<file path="src/rtl/azadi_pad_arbiter.sv">
// azadi_pad_arbiter: round-robin ownership arbiter for shared pads with turnaround and oe-violation flag
module azadi_pad_arbiter #(
  parameter int NUM_REQ  = 3,
  parameter int PAD_W    = 4,
  parameter int TURN_CYC = 2
) (
  input  logic                     clk_i,
  input  logic                     rst_ni,
  input  logic [NUM_REQ-1:0]       req_i,
  input  logic [NUM_REQ*PAD_W-1:0] out_i,
  input  logic [NUM_REQ*PAD_W-1:0] oe_i,
  input  logic                     clr_i,
  output logic [NUM_REQ-1:0]       gnt_o,
  output logic [PAD_W-1:0]         pad_out_o,
  output logic [PAD_W-1:0]         pad_oe_o,
  output logic [1:0]               owner_o,
  output logic                     busy_o,
  output logic                     violation_o
);
  typedef enum logic [1:0] {IDLE, OWNED, TURN} state_t;
  localparam logic [3:0] TURN_LD = 4'(TURN_CYC - 1);
  localparam logic [1:0] LAST_RST = 2'(NUM_REQ - 1);
  state_t               r_state, w_nxt;
  logic [NUM_REQ-1:0]   r_gnt, w_gnt_nxt, w_win_oh;
  logic [1:0]           r_owner, w_owner_nxt, r_last, w_last_nxt, w_win;
  logic [3:0]           r_cnt, w_cnt_nxt;
  logic                 r_rel, w_rel_nxt, r_viol, w_viol, w_found, w_own_req;
  logic [PAD_W-1:0]     w_sel_out, w_sel_oe;
  always_comb begin
    w_found = 1'b0;
    w_win = '0;
    for (int i = 1; i <= NUM_REQ; i++)
      if (!w_found && req_i[(int'(r_last) + i) % NUM_REQ]) begin
        w_found = 1'b1;
        w_win = 2'((int'(r_last) + i) % NUM_REQ);
      end
  end
  assign w_win_oh = NUM_REQ'(1) << w_win;
  always_comb begin
    w_own_req = 1'b0;
    w_sel_out = '0;
    w_sel_oe = '0;
    w_viol = 1'b0;
    for (int r = 0; r < NUM_REQ; r++) begin
      if (r_owner == 2'(r)) begin
        w_own_req = req_i[r];
        w_sel_out = out_i[r*PAD_W +: PAD_W];
        w_sel_oe = oe_i[r*PAD_W +: PAD_W];
      end
      w_viol = w_viol | (!r_gnt[r] && (|oe_i[r*PAD_W +: PAD_W]));
    end
  end
  // r_rel marks the release cycle that precedes the TURN_CYC counted turnaround cycles
  always_comb begin
    w_nxt = r_state;
    w_gnt_nxt = r_gnt;
    w_owner_nxt = r_owner;
    w_last_nxt = r_last;
    w_cnt_nxt = r_cnt;
    w_rel_nxt = r_rel;
    case (r_state)
      IDLE:
        if (w_found) begin
          w_nxt = OWNED;
          w_gnt_nxt = w_win_oh;
          w_owner_nxt = w_win;
        end
      OWNED:
        if (!w_own_req) begin
          w_nxt = TURN;
          w_gnt_nxt = '0;
          w_cnt_nxt = TURN_LD;
          w_last_nxt = r_owner;
          w_rel_nxt = 1'b1;
        end
      TURN:
        if (r_rel) w_rel_nxt = 1'b0;
        else if (r_cnt != 4'd0) w_cnt_nxt = r_cnt - 4'd1;
        else if (w_found) begin
          w_nxt = OWNED;
          w_gnt_nxt = w_win_oh;
          w_owner_nxt = w_win;
        end else w_nxt = IDLE;
      default: w_nxt = IDLE;
    endcase
  end
  always_ff @(posedge clk_i or negedge rst_ni)
    if (!rst_ni) begin
      r_state <= IDLE;
      r_gnt <= '0;
      r_owner <= '0;
      r_last <= LAST_RST;
      r_cnt <= '0;
      r_rel <= 1'b0;
      r_viol <= 1'b0;
    end else begin
      r_state <= w_nxt;
      r_gnt <= w_gnt_nxt;
      r_owner <= w_owner_nxt;
      r_last <= w_last_nxt;
      r_cnt <= w_cnt_nxt;
      r_rel <= w_rel_nxt;
      r_viol <= w_viol | (r_viol & ~clr_i);
    end
  assign busy_o = (r_state == OWNED);
  assign gnt_o = r_gnt;
  assign owner_o = r_owner;
  assign violation_o = r_viol;
  assign pad_out_o = busy_o ? w_sel_out : '0;
  assign pad_oe_o = busy_o ? w_sel_oe : '0;
endmodule

</file>
<file path="config.mk">
export PLATFORM = sky130hd
export DESIGN_NAME = azadi_pad_arbiter
export DESIGN_NICKNAME = d
export VERILOG_FILES = /design/src/rtl/azadi_pad_arbiter.sv
export SDC_FILE = /design/constraint.sdc
export NUM_CORES = 1
export LEC_CHECK = 0
export BUFFER_PORTS_ARGS = -buffer_cell sky130_fd_sc_hd__buf_2
export CORE_ASPECT_RATIO = 1.4
export CORE_UTILIZATION = 51
export CTS_CLUSTER_SIZE = 28
export DETAILED_ROUTE_END_ITERATION = 12
export GPL_ROUTABILITY_DRIVEN = 0
export PLACE_DENSITY = 0.83
export SLEW_MARGIN = 20
export SYNTH_ARGS = -nofsm -noshare
export SYNTH_HDL_FRONTEND = slang
export SYNTH_SLANG_ARGS = --single-unit
export TNS_END_PERCENT = 50
</file>
<file path="constraint.sdc">
create_clock -name clk_i -period 5.4 [get_ports clk_i]
set_input_delay 0.54 -clock clk_i [delete_from_list [all_inputs] [get_ports clk_i]]
set_output_delay 0.54 -clock clk_i [all_outputs]
set_load 0.02 [all_outputs]
</file>
==> impl_results.md <==
* Result of the run: finished, final reports clean
* Avg Vias per Cell at 5.73
* Arrival time of data at the critical path endpoint at 1960 ps
* Layout area overhead at 21.5%
* Slowest-stage cell, CP: sky130_fd_sc_hd__dfrtp_1
* Max-cap violation count at 0
* Startpoint kind of the worst setup timing path: flop
* Top cell family by delay on the critical path: simple AND/OR/NAND/NOR gates
* Top achievable clock speed at 400 MHz
* Worst min path class: in2async
* Cells along the critical path: nor2b_1, a21oi_1, nor2_1, buf_2
* Final-layout worst hold slack at roughly 150 ps
* Pwr dens at between 500 and 600 mW/mm^2
* Fraction of final layout cells with drive strength greater than 1 at a little under a third
* Net count reported at finish at approximately 210
* Post-route fraction of the period consumed by the critical path at approximately 46%
* Initial core utilization at a little under three fifths
* Cell area after layout at between 0.001 and 0.0015 sq mm
* Worst VDD drop at about 300 uV
* Synthesis-stage register bit count at 15
* Most common cell after layout, fill and taps aside: sky130_fd_sc_hd__buf_2
* Share of the synthesized area in the top cell type at a little under a third
* Horizontal extent of the die at around 42 microns
* DRC violation count after routing at 0
* Library cell used as clock root buffer: sky130_fd_sc_hd__clkbuf_4
* Clock latency reported for the late side of the worst-skew pair at 280 ps
* Height of the die at 57.6 microns
* Placeable core region at 0.00202 sq mm
* CTS H-Tree Depth at 1
* Total negative slack for setup checks at 0 ps
* First-pass GRT wire length at 4940 microns
* Number of hold buffers added after cts at 0
* Detail Placement HPWL at around 2300 microns
* Crit Path Class: reg2out
* Number of global-route vias before repair at 1,146
* DR pass1 iterations at 4
* Largest net degree at the start of global routing at 16
* DIE AREA at 0.00241 sq mm
* Post-synthesis net count at roughly 170
* Post-Route Skew at ~5.5 ps
* Buffers plus inverters on the worst setup path at 1
* Maximum fanout along the worst path at 14
* Final WL at 2860 microns
* Register clock-pin slew on the reported worst setup and hold paths at ~90 ps
* Largest area contributor in the synthesized netlist: sky130_fd_sc_hd__dfrtp_1
* Leak Pwr at about 0.7 nW
* Slew at the pin with the worst max-slew slack at slightly below 700 ps
* Top area cells in the synthesized netlist: sky130_fd_sc_hd__dfrtp_1 (31%), sky130_fd_sc_hd__mux2i_1 (11%), sky130_fd_sc_hd__nor2_1 (7.7%), sky130_fd_sc_hd__ha_1 (5.5%), sky130_fd_sc_hd__a21oi_1 (4.9%)
* Worst setup EP type: output port
* Total number of clock tree sinks at 15
* Relative slew margins at a little over half
* Post-cts repair resize count at 0
* Yosys cell types at 35
* Area after detailed placement at 0.00134 sq mm
* Number of placement rows at 19
* Number of design-rule violations left by the first detailed-router iteration at 25
* Number of input and output port buffers inserted at 44
* Detail-routed net length per standard cell at 14.5 microns
* Required time of the worst setup path at just under 5000 ps
* Fin. max-slew vios at 0
* Count of vias placed by the detailed router at approximately 1,100
* RSZ-0062 raised after global routing: false
* Fin. Hold Viols at 0
* Total gr overflow at 0
* Setup violators final at 0
* Layout Utilization at roughly 68%
* Post-synthesis sequential area ratio at 33.4%
* Most frequent cells in the layout: sky130_fd_sc_hd__buf_2 (44), sky130_fd_sc_hd__nor2_1 (23), sky130_fd_sc_hd__dfrtp_1 (14)
* Minimum clock period at about 2500 ps
* Total inserted antenna cells at 0
* Yosys warning count at 0
* Number of fillers in the final layout at approximately 170
* TritonCTS clock tree: built
* GRT Total Usage at about a quarter
* Number of setup buffers added after CTS at 0
* Number of buffers created by CTS at 3
* Total I/O pin count at 45
* Antenna violations before repair at 0
* Clock tree buffer depth at 2
* Cell area after technology mapping at 0.00113 sq mm
* Synth Instances at 134
* Synthesized area per cell at 8.41 sq um
* Largest stage delay on the critical path at ~620 ps
* Number of nets with antenna violations after routing at 0
## path summary, 6_finish.rpt
| kind | start | end | slack, ps | cells past startpoint |
|---|---|---|---|---|
| worst max-delay path | owner_o[1] | pad_oe_o[0] | 2900 | 4 |
| worst min-delay path | rst_ni | r_rel | 150 | 1 |
| worst max register to register | r_last[0] | owner_o[0] | 3250 | 7 |
| worst min register to register | violation_o | violation_o | 510 | 2 |
| max in group asynchronous | rst_ni | r_last[1] | 4950 | 1 |
| min in group clk_i | violation_o | violation_o | 510 | 2 |
## metal layers
metal  global-route usage (%)  wire length, microns
met1                     31.2                  1210
met2                     49.3                  1510
met3                     1.25                   109
met4                     9.68                    35
met5                        0                     0
## where the power goes
part           leakage (nW)  internal (mW)  switching [mW]
logic                 0.501          0.171           0.260
registers             0.184          0.159          0.0625
clock network        0.0150         0.0286          0.0338
total                 0.700          0.358           0.356
## logic make-up (layout without fill, tap and decap cells)
group           count (synthesis)  count (layout)  synth area share, %
fa+ha+maj                       5               5                 5.55
mux                            13              13                 11.7
compound gates                 30              30                 19.8
xor+xnor                        2               2                 1.55
buf+inv                        17              60                 6.66
simple gates                   52              52                 21.4
flops                          15              15                 33.4
## area by class of cell
type	count	area, sq um	area share, %
inverter	12	45.0	3.29
sequential	15	377	27.5
tap	21	26.3	1.92
timing repair buffer	44	220	16.1
multi-input combinational	102	676	49.3
clock buffer	4	26.3	1.92
## stage by stage
step / total power, mW / setup WS (ps) / std cells
floorplan: 0.546 / 3530 / 134
global placement: 0.625 / 3310 / 194
detailed placement: 0.652 / 3220 / 194
CTS: 0.715 / 2910 / 198
global route: 0.779 / 2660 / 198
finish: 0.715 / 2900 / 198
## registers in the layout (all words and copies together) (netlist names)
register and flops:
gnt_o 3, owner_o 2, r_cnt 4, r_last 2
r_rel 1, r_state 2, violation_o 1
## worst reg2reg max path, delay by kind of cell, from the launching register on
| kind | cells | cell delay, ps |
|---|---|---|
| compound gates | 1 | 480 |
| fa+ha+maj | 1 | 430 |
| flops | 1 | 410 |
| simple gates | 3 | 370 |
| mux | 1 | 270 |
| buf+inv | 1 | 90 |
## cell usage after synthesis
library cell,instances
sky130_fd_sc_hd__buf_2,3
sky130_fd_sc_hd__and2_4,1
sky130_fd_sc_hd__o32ai_2,1
sky130_fd_sc_hd__o32ai_1,2
sky130_fd_sc_hd__clkbuf_1,1
sky130_fd_sc_hd__mux2_2,1
sky130_fd_sc_hd__a211oi_1,1
sky130_fd_sc_hd__o221ai_1,1
sky130_fd_sc_hd__mux2i_1,12
sky130_fd_sc_hd__o2bb2ai_1,1
sky130_fd_sc_hd__and3_1,1
sky130_fd_sc_hd__a2bb2oi_1,1
sky130_fd_sc_hd__dfrtp_1,14
sky130_fd_sc_hd__o2111ai_1,1
sky130_fd_sc_hd__xnor2_1,1
sky130_fd_sc_hd__nand2_1,10
sky130_fd_sc_hd__nand2b_1,4
sky130_fd_sc_hd__nor2b_1,1
sky130_fd_sc_hd__o31a_1,1
sky130_fd_sc_hd__nor3_1,1
sky130_fd_sc_hd__inv_1,12
sky130_fd_sc_hd__nand3b_1,1
sky130_fd_sc_hd__nand3_1,5
sky130_fd_sc_hd__buf_6,1
sky130_fd_sc_hd__o31ai_2,1
sky130_fd_sc_hd__o311ai_4,1
sky130_fd_sc_hd__nor2_1,23
sky130_fd_sc_hd__dfstp_2,1
sky130_fd_sc_hd__or3b_1,1
sky130_fd_sc_hd__o21ai_2,1
sky130_fd_sc_hd__xor2_1,1
sky130_fd_sc_hd__a21oi_1,11
sky130_fd_sc_hd__o21ai_0,7
sky130_fd_sc_hd__ha_1,5
sky130_fd_sc_hd__nor4_1,4
No activity file was read; power rests on OpenSTA's default activity.
